**src/rtl/vga_pkg.sv**
```systemverilog
// Shared types, default 640x480 timing and bus-slicing helper for the VGA
// object compositor.
package vga_pkg;

  typedef logic [11:0] rgb12_t;

  localparam int unsigned H_ACTIVE_DEF = 640;
  localparam int unsigned H_FP_DEF     = 16;
  localparam int unsigned H_SYNC_DEF   = 96;
  localparam int unsigned H_BP_DEF     = 48;
  localparam int unsigned V_ACTIVE_DEF = 480;
  localparam int unsigned V_FP_DEF     = 10;
  localparam int unsigned V_SYNC_DEF   = 2;
  localparam int unsigned V_BP_DEF     = 33;

  // LSB of object idx's field inside a flattened obj_* bus of field width w.
  function automatic int unsigned obj_lsb(input int unsigned idx, input int unsigned w);
    return idx * w;
  endfunction

endpackage

```
**src/rtl/vga_timing_gen.sv**
```systemverilog
// Horizontal/vertical raster counters with active flag, raw sync windows and
// the frame-end strobe used to latch object shadows.
module vga_timing_gen
  import vga_pkg::*;
#(
  parameter int unsigned H_ACTIVE = H_ACTIVE_DEF,
  parameter int unsigned H_FP     = H_FP_DEF,
  parameter int unsigned H_SYNC   = H_SYNC_DEF,
  parameter int unsigned H_BP     = H_BP_DEF,
  parameter int unsigned V_ACTIVE = V_ACTIVE_DEF,
  parameter int unsigned V_FP     = V_FP_DEF,
  parameter int unsigned V_SYNC   = V_SYNC_DEF,
  parameter int unsigned V_BP     = V_BP_DEF,
  parameter int unsigned CNT_W    = 11
) (
  input  logic             div_clk,
  input  logic             reset,
  output logic [CNT_W-1:0] hc,
  output logic [CNT_W-1:0] vc,
  output logic             active,
  output logic             hs_win,
  output logic             vs_win,
  output logic             frame_end
);

  localparam int unsigned H_TOT = H_ACTIVE + H_FP + H_SYNC + H_BP;
  localparam int unsigned V_TOT = V_ACTIVE + V_FP + V_SYNC + V_BP;

  localparam logic [CNT_W-1:0] H_LAST   = CNT_W'(H_TOT - 1);
  localparam logic [CNT_W-1:0] V_LAST   = CNT_W'(V_TOT - 1);
  localparam logic [CNT_W-1:0] H_ACT_C  = CNT_W'(H_ACTIVE);
  localparam logic [CNT_W-1:0] V_ACT_C  = CNT_W'(V_ACTIVE);
  localparam logic [CNT_W-1:0] HS_START = CNT_W'(H_ACTIVE + H_FP);
  localparam logic [CNT_W-1:0] HS_END   = CNT_W'(H_ACTIVE + H_FP + H_SYNC);
  localparam logic [CNT_W-1:0] VS_START = CNT_W'(V_ACTIVE + V_FP);
  localparam logic [CNT_W-1:0] VS_END   = CNT_W'(V_ACTIVE + V_FP + V_SYNC);

  logic [CNT_W-1:0] hc_q, hc_d;
  logic [CNT_W-1:0] vc_q, vc_d;
  logic             h_last;

  // NOTE: every always_comb output gets a default first so no path leaves it unassigned (no latch).
  always_comb begin
    h_last = (hc_q == H_LAST);
    hc_d   = h_last ? '0 : hc_q + CNT_W'(1);
    vc_d   = vc_q;
    if (h_last) begin
      vc_d = (vc_q == V_LAST) ? '0 : vc_q + CNT_W'(1);
    end
  end

  // NOTE: sequential state uses non-blocking assignments so all flops update from pre-edge values.
  always_ff @(posedge div_clk) begin
    if (!reset) begin
      hc_q <= '0;
      vc_q <= '0;
    end else begin
      hc_q <= hc_d;
      vc_q <= vc_d;
    end
  end

  assign hc        = hc_q;
  assign vc        = vc_q;
  assign active    = (hc_q < H_ACT_C) && (vc_q < V_ACT_C);
  assign hs_win    = (hc_q >= HS_START) && (hc_q < HS_END);
  assign vs_win    = (vc_q >= VS_START) && (vc_q < VS_END);
  assign frame_end = h_last && (vc_q == V_LAST);

endmodule

```
**src/rtl/vga_obj_compositor.sv**
```systemverilog
// Composites NUM_OBJ frame-latched rectangles over a background colour and
// drives VGA colour and syncs through a two-stage pipeline behind the counters.
module vga_obj_compositor
  import vga_pkg::*;
#(
  parameter int unsigned H_ACTIVE = H_ACTIVE_DEF,
  parameter int unsigned H_FP     = H_FP_DEF,
  parameter int unsigned H_SYNC   = H_SYNC_DEF,
  parameter int unsigned H_BP     = H_BP_DEF,
  parameter int unsigned V_ACTIVE = V_ACTIVE_DEF,
  parameter int unsigned V_FP     = V_FP_DEF,
  parameter int unsigned V_SYNC   = V_SYNC_DEF,
  parameter int unsigned V_BP     = V_BP_DEF,
  parameter logic        SYNC_ACT = 1'b0,
  parameter int unsigned NUM_OBJ  = 8,
  parameter int unsigned COORD_W  = 10
) (
  input  logic                       div_clk,
  input  logic                       reset,
  input  logic [NUM_OBJ-1:0]         obj_en,
  input  logic [NUM_OBJ*COORD_W-1:0] obj_x,
  input  logic [NUM_OBJ*COORD_W-1:0] obj_y,
  input  logic [NUM_OBJ*COORD_W-1:0] obj_w,
  input  logic [NUM_OBJ*COORD_W-1:0] obj_h,
  input  logic [NUM_OBJ*12-1:0]      obj_rgb,
  input  logic [11:0]                bg_rgb,
  output logic                       hsync,
  output logic                       vsync,
  output logic [3:0]                 red,
  output logic [3:0]                 green,
  output logic [3:0]                 blue,
  output logic                       frame_tick
);

  localparam int unsigned H_TOT  = H_ACTIVE + H_FP + H_SYNC + H_BP;
  localparam int unsigned V_TOT  = V_ACTIVE + V_FP + V_SYNC + V_BP;
  localparam int unsigned HV_W   = ($clog2(H_TOT) > $clog2(V_TOT)) ? $clog2(H_TOT) : $clog2(V_TOT);
  localparam int unsigned CNT_W  = (HV_W > COORD_W + 1) ? HV_W : COORD_W + 1;

  logic [CNT_W-1:0] hc, vc;
  logic             active, hs_win, vs_win, frame_end;

  vga_timing_gen #(
    .H_ACTIVE (H_ACTIVE), .H_FP (H_FP), .H_SYNC (H_SYNC), .H_BP (H_BP),
    .V_ACTIVE (V_ACTIVE), .V_FP (V_FP), .V_SYNC (V_SYNC), .V_BP (V_BP),
    .CNT_W    (CNT_W)
  ) u_timing (
    .div_clk   (div_clk),
    .reset     (reset),
    .hc        (hc),
    .vc        (vc),
    .active    (active),
    .hs_win    (hs_win),
    .vs_win    (vs_win),
    .frame_end (frame_end)
  );

  // Shadow copies of the object attributes, refreshed only at frame end.
  logic   [NUM_OBJ-1:0]         en_q, en_d;
  logic   [NUM_OBJ*COORD_W-1:0] x_q, x_d, y_q, y_d, w_q, w_d, h_q, h_d;
  rgb12_t [NUM_OBJ-1:0]         rgb_sh_q, rgb_sh_d;

  always_comb begin
    en_d     = en_q;
    x_d      = x_q;
    y_d      = y_q;
    w_d      = w_q;
    h_d      = h_q;
    rgb_sh_d = rgb_sh_q;
    if (frame_end) begin
      en_d     = obj_en;
      x_d      = obj_x;
      y_d      = obj_y;
      w_d      = obj_w;
      h_d      = obj_h;
      rgb_sh_d = obj_rgb;
    end
  end

  always_ff @(posedge div_clk) begin
    if (!reset) en_q <= '0;
    else        en_q <= en_d;
  end

  // NOTE: geometry/colour shadows carry no reset; en_q masks them until the first latch.
  always_ff @(posedge div_clk) begin
    x_q      <= x_d;
    y_q      <= y_d;
    w_q      <= w_d;
    h_q      <= h_d;
    rgb_sh_q <= rgb_sh_d;
  end

  // Hit test at COORD_W+1 bits so x+w never wraps back onto low columns.
  logic [NUM_OBJ-1:0] hit;

  for (genvar i = 0; i < NUM_OBJ; i++) begin : g_hit
    logic [COORD_W:0] x_s, x_e, y_s, y_e;
    assign x_s    = {1'b0, x_q[obj_lsb(i, COORD_W) +: COORD_W]};
    assign x_e    = x_s + {1'b0, w_q[obj_lsb(i, COORD_W) +: COORD_W]};
    assign y_s    = {1'b0, y_q[obj_lsb(i, COORD_W) +: COORD_W]};
    assign y_e    = y_s + {1'b0, h_q[obj_lsb(i, COORD_W) +: COORD_W]};
    assign hit[i] = en_q[i]
                 && (CNT_W'(x_s) <= hc) && (hc < CNT_W'(x_e))
                 && (CNT_W'(y_s) <= vc) && (vc < CNT_W'(y_e));
  end

  logic [NUM_OBJ-1:0] hit1_q, hit1_d;
  logic               act1_q, act1_d, hs1_q, hs1_d, vs1_q, vs1_d;
  rgb12_t             pix_q, pix_d;
  logic               hsync_q, hsync_d, vsync_q, vsync_d;

  always_comb begin
    hit1_d = hit;
    act1_d = active;
    hs1_d  = hs_win;
    vs1_d  = vs_win;
    pix_d  = '0;
    if (act1_q) begin
      pix_d = bg_rgb;
      // Walk from the top index down so the lowest hitting index wins.
      for (int i = int'(NUM_OBJ) - 1; i >= 0; i--) begin
        if (hit1_q[i]) pix_d = rgb_sh_q[i];
      end
    end
    hsync_d = hs1_q ? SYNC_ACT : ~SYNC_ACT;
    vsync_d = vs1_q ? SYNC_ACT : ~SYNC_ACT;
  end

  always_ff @(posedge div_clk) begin
    if (!reset) begin
      hit1_q  <= '0;
      act1_q  <= 1'b0;
      hs1_q   <= 1'b0;
      vs1_q   <= 1'b0;
      pix_q   <= '0;
      hsync_q <= ~SYNC_ACT;
      vsync_q <= ~SYNC_ACT;
    end else begin
      hit1_q  <= hit1_d;
      act1_q  <= act1_d;
      hs1_q   <= hs1_d;
      vs1_q   <= vs1_d;
      pix_q   <= pix_d;
      hsync_q <= hsync_d;
      vsync_q <= vsync_d;
    end
  end

  assign red        = pix_q[11:8];
  assign green      = pix_q[7:4];
  assign blue       = pix_q[3:0];
  assign hsync      = hsync_q;
  assign vsync      = vsync_q;
  assign frame_tick = frame_end;

endmodule

```
**config.mk**
```make
export PLATFORM = sky130hd
export DESIGN_NAME = vga_obj_compositor
export DESIGN_NICKNAME = d
export VERILOG_FILES = /design/src/rtl/vga_pkg.sv /design/src/rtl/vga_timing_gen.sv /design/src/rtl/vga_obj_compositor.sv
export SDC_FILE = /design/constraint.sdc
export NUM_CORES = 1
export LEC_CHECK = 0
export CAP_MARGIN = 20
export CORE_ASPECT_RATIO = 0.8
export CORE_MARGIN = 4
export CORE_UTILIZATION = 45
export CTS_BUF_LIST = sky130_fd_sc_hd__clkbuf_4
export CTS_CLUSTER_DIAMETER = 30
export CTS_CLUSTER_SIZE = 16
export DETAILED_ROUTE_END_ITERATION = 8
export DONT_BUFFER_PORTS = 1
export GPL_ROUTABILITY_DRIVEN = 0
export GPL_TIMING_DRIVEN = 0
export SLEW_MARGIN = 20
export SYNTH_ARGS = -nofsm -noshare
export SYNTH_HDL_FRONTEND = slang
export SYNTH_SLANG_ARGS = --single-unit
```
**constraint.sdc**
```tcl
create_clock -name div_clk -period 31.8 [get_ports div_clk]
set_input_delay 6.36 -clock div_clk [delete_from_list [all_inputs] [get_ports div_clk]]
set_output_delay 6.36 -clock div_clk [all_outputs]
set_load 0.01 [all_outputs]
```
**Yosys cells after proc, flatten, opt, wreduce, memory -nomap -nowiden**

Cells that the tools add are included.

- $add $sub $neg: 18
- $lt $le $gt $ge: 38
- Eq/ne operators: 2
- Mux-type cells: 11
- Bitwise logic cells: 1
- Reductions and logical operators: 38

Operator list:

| operator | count |
|---|---|
| 10-bit by 10-bit adder with 11-bit output | 16 |
| 10-bit by 11-bit less-or-equal comparator with 1-bit output | 16 |
| 11-bit < comparator | 16 |
| 12-bit two-way mux | 8 |
| 1-bit logical AND | 36 |
| 11-bit by 1-bit adder with 11-bit output, second input constant | 2 |
| 11-bit by 10-bit equality test with 1-bit output, second input constant | 2 |
| 11-bit by 10-bit < comparator with 1-bit output, second input constant | 2 |
| 11-bit by 9-bit < comparator with 1-bit output, second input constant | 2 |
| 11-bit by 10-bit >= comparator with 1-bit output, second input constant | 1 |
| 11-bit by 9-bit >= comparator with 1-bit output, second input constant | 1 |
| 11-bit two-way mux | 1 |
| 1-bit two-way mux | 2 |
| 2-bit AND reduction | 1 |
| 2-bit OR reduction | 1 |
| 1-bit NOT | 1 |

- Bits in registers: 471
- Bits of input ports: 438
- Output and inout port bits: 15
- Logic and storage cells: 130

**Logic depth before layout (Yosys ltp)**

- Depth in word-level cells: 8
- Mapped depth: 15
- Mapped depth without buffers: 15

**Modules after synthesis**

From an unflattened synthesis, not the netlist that was laid out.

- Cells, all modules: 2414
- Area, all modules: 28909.0 µm²

By module, submodules not included:

| module | instances | cells an instance | area an instance (µm²) | seq. area each (µm²) |
|---|---|---|---|---|
| vga_obj_compositor | 1 | 2289 | 27794.2 | 13152.6 |
| vga_timing_gen | 1 | 125 | 1114.8 | 440.4 |

**Worst setup path before layout**

No wires, ideal clock.

- Kind: reg-to-output
- Start: register u_timing.hc_q[1] (netlist: u_timing.hc[1])
- End: output port frame_tick
- Arrival time: 18.578 ns
- Data required time: 25.440 ns
- Setup slack: 6.862 ns
- Stages on the path, launching flop included: 6
- Path buffers: 1
- Cell sequence: dfxtp_1 ha_1 and4_1 buf_2 nand4_1 nor2_1

- Longest elaborated chain between the ends: 2

RTL lines:

| element | line | RTL |
|---|---|---|
| start: declaration | vga_timing_gen.sv:38 | `logic [CNT_W-1:0] hc_q, hc_d;` |
| start signal: assignment | vga_timing_gen.sv:55 | `hc_q <= '0;` |
| start signal: assignment | vga_timing_gen.sv:58 | `hc_q <= hc_d;` |
| 11-bit by 10-bit equality test with 1-bit output | vga_timing_gen.sv:44 | `h_last = (hc_q == H_LAST);` |
| 1-bit logical AND | vga_timing_gen.sv:68 | `assign frame_end = h_last && (vc_q == V_LAST);` |
| end: declaration | vga_obj_compositor.sv:32 | `output logic frame_tick` |

No other way between the ends.

**Worst setup path after layout**

- Start: register u_timing.vc_q[1] (netlist: u_timing.vc[1])
- End: output port frame_tick

- Longest elaborated chain between the ends: 2

RTL lines:

| element | line | RTL |
|---|---|---|
| start: declaration | vga_timing_gen.sv:39 | `logic [CNT_W-1:0] vc_q, vc_d;` |
| start signal: assignment | vga_timing_gen.sv:59 | `vc_q <= vc_d;` |
| 11-bit by 10-bit equality test with 1-bit output | vga_timing_gen.sv:68 |  |
| 1-bit logical AND | vga_timing_gen.sv:68 |  |

No other way between the ends.

==> impl_metrics.env <==
export IMPL_status="complete, no violations"
export IMPL_start_kind="register"
export IMPL_placed_cell_area_sq_mm=0.0302
export IMPL_min_period_over_period=0.333
export IMPL_drc=0
export IMPL_drv_cap=0
export IMPL_syn_area_per_cell_sq_um=11.9
export IMPL_hpwl_mm=64.5
export IMPL_drive_gt1_frac=0.0845
export IMPL_grt_pass1_wl_mm=123
export IMPL_routed_wl_mm=84.6
export IMPL_holdCritStartpoint="vs1_q"
export IMPL_hold_buffers=0
export IMPL_worst_slack_ps=21220
export IMPL_yosysTopAreaCell="edfxtp_1"
export IMPL_clock_skew_ps=70.6
export IMPL_core_sq_mm=0.0629
export IMPL_power_internal_uw=919
export IMPL_setup_violations=0
export IMPL_die_y_um=234
export IMPL_numCtsBuffers=94
export IMPL_max_freq_mhz=94.5
export IMPL_slew_viol_final=0
export IMPL_cts_root_buf="clkbuf_4"
export IMPL_synth_area_leaders="edfxtp_1 43%, ha_1 21%, dfxtp_1 3.8%"
export IMPL_rrSetupSlack_ps=27120
export IMPL_fin_area_sq_mm=0.0318
export IMPL_die_area_sq_mm=0.0680
export IMPL_stdcell_count=3466
export IMPL_cp_end_kind="output pin"
export IMPL_startpoint="u_timing.vc[1]"
export IMPL_p_sw_frac=0.244
export IMPL_worstSetupEndpoint="frame_tick"
export IMPL_ir_worst_vdd_uv=42.1
export IMPL_power_frac_seq=0.555
export IMPL_clockPowerShare=0.431
export IMPL_min_path_type="reg -> reg"
export IMPL_crit_type="reg -> out"
export IMPL_syn_inst=2410
export IMPL_synth_distinct_cells=65
export IMPL_async_reset_ff_frac=0
export IMPL_ys_warn_count=0
export IMPL_yosys_register_bits=471
export IMPL_rsz0062_at_grt="no"
export IMPL_synth_most_common_cell="ha_1"
export IMPL_wire_per_inst_um=24.4
export IMPL_p_leak_nw=12.3
export IMPL_drt_pass1_iter_count=5
export IMPL_rows=82
export IMPL_first_iter_violations=1403
export IMPL_num_vias=20600
export IMPL_hold_viol=0
export IMPL_yosysSeqAreaShare=0.473
export IMPL_final_nets=3461
export IMPL_worst_slew_pin_slew_ps=1100
export IMPL_slew_headroom=0.264
export IMPL_place_port_buffers=0
export IMPL_worstPathArrival_ps=4220
export IMPL_synth_edf_count=416
export IMPL_synth_common_cells="483 x ha_1, 416 x edfxtp_1, 175 x nor2_1, 144 x a21oi_1, 106 x inv_1"
export IMPL_dp_cells=3268
export IMPL_track_usage=0.241
export IMPL_die_w_um=291
export IMPL_antenna_left=0
export IMPL_cts_resized=0
export IMPL_crit_path_max_fanout=29
export IMPL_synth_area_sq_mm=0.0287
export IMPL_ys_flop_type="edfxtp_1"
export IMPL_r2r_start="y_q[60]"
export IMPL_viasPerCell=5.95
export IMPL_yosysTopAreaCellShare=0.435
export IMPL_clockBufferDepth=3
export IMPL_start_util=0.457
export IMPL_antenna_found_initial=27
export IMPL_dp_slack_ps=22240
export IMPL_p_per_area_mw_per_mm2=38.3
export IMPL_grt_overflow=0
export IMPL_fin_util=0.505
export IMPL_post_cts_buffers=0
export IMPL_cts_sinks=471
export IMPL_clk_pin_slew_ps=100
export IMPL_p_switching_uw=296
export IMPL_r2r_cells=13
export IMPL_required_ps=25440
export IMPL_insertion_delay_ps=940
export IMPL_pwr_share_comb=0.014
export IMPL_cts_tree="yes"
export IMPL_htreeDepth=3
export IMPL_whs_ps=378
export IMPL_grt_max_degree=32
export IMPL_worstReg2RegEnd="hit1_q[6]"
export IMPL_grt_pass1_vias=20900
export IMPL_final_min_clock_period_ps=10580
export IMPL_area_growth_pct=10.6
export IMPL_pin_count=453
export IMPL_synth_nets=3347
## metrics by stage
stage	TNS (ps)	power [mW]
finish	0	1.22
CTS	0	1.23
global route	0	1.26
floorplan	0	0.699
detailed placement	0	0.706
global placement	-473	0.705
## state kept, by name, summed over array words and instances, names as in the netlist, 8 cells and up
register     flops
hit1_q           8
w_q             80
en_q             8
rgb_sh_q        96
y_q             80
u_timing.hc     11
pix_q           12
x_q             80
h_q             80
u_timing.vc     11
## metal layers
layer | global-route usage | part of all wire
met5 | 0 | 0.0021
met1 | 0.302 | 0.42
met3 | 0.0713 | 0.082
met4 | 0.0972 | 0.040
met2 | 0.394 | 0.46
## critical path, stage by stage (launching register included)
cell	delay (ps)
dfxtp_1	670
inv_1	710
ha_1	260
nand4_1	90
nor3_1	190
nand2_1	180
nor2_4	480
buf_12	260
buf_16	170
buf_12	200
## cells by family (layout without fill, tap and decap cells)
kind of cell	Yosys count	count (layout)	synth area share
simple gates	589	589	0.104
compound gates	551	551	0.131
fa+ha+maj	499	499	0.221
flops	471	471	0.473
buf+inv	135	329	0.0180
xor+xnor	129	129	0.0393
mux	36	36	0.0131
other cells	0	22	0
## final cells by class
class                           count  area [sq um]
Clock buffer                      107           803
Buffer                             29           120
Multi-Input combinational cell   1804         14600
Sequential cell                   471         13600
Fill cell                        5485         31100
Inverter                          106           398
Antenna cell                       22          55.1
Tap cell                          840          1050
Clock inverter                     69           673
Timing Repair Buffer               18           435
## power groups by stage
stage               Sequential [mW]  Clock, mW  Combinational [mW]
finish                        0.675      0.524              0.0167
global route                  0.675      0.571              0.0187
CTS                           0.675      0.540              0.0167
detailed placement            0.689          0              0.0166
global placement              0.689          0              0.0160
floorplan                     0.688          0              0.0110
## worst min-delay path by stage
stage                       end  slack [ps]  depth (start not counted)
final                     vsync         380                          1
after global routing      vsync         390                          1
after CTS                 hsync         370                          1
after detailed placement  hsync         350                          1
after global placement    hsync         360                          1
after floorplan           hsync         340                          1
## cell usage in the layout, fill, tap and decap left out, types with 16 or more instances in the layout
cell	instances
xnor2_1	48
a21o_1	50
a211oi_1	37
clkbuf_4	107
ha_1	483
edfxtp_1	416
o31a_1	23
fa_1	16
nor2b_1	72
dfxtp_1	55
nand2_1	77
diode_2	22
inv_1	106
nor4_1	29
nand3_1	45
nor2_1	174
o21a_1	51
nor3_1	83
nand2b_1	23
clkbuf_1	21
nand4_1	30
mux2i_1	24
a21oi_1	144
a221oi_1	18
o21ai_0	81
xor2_1	81
o211ai_1	19
Note: power is estimated with default switching activity, not from simulation.
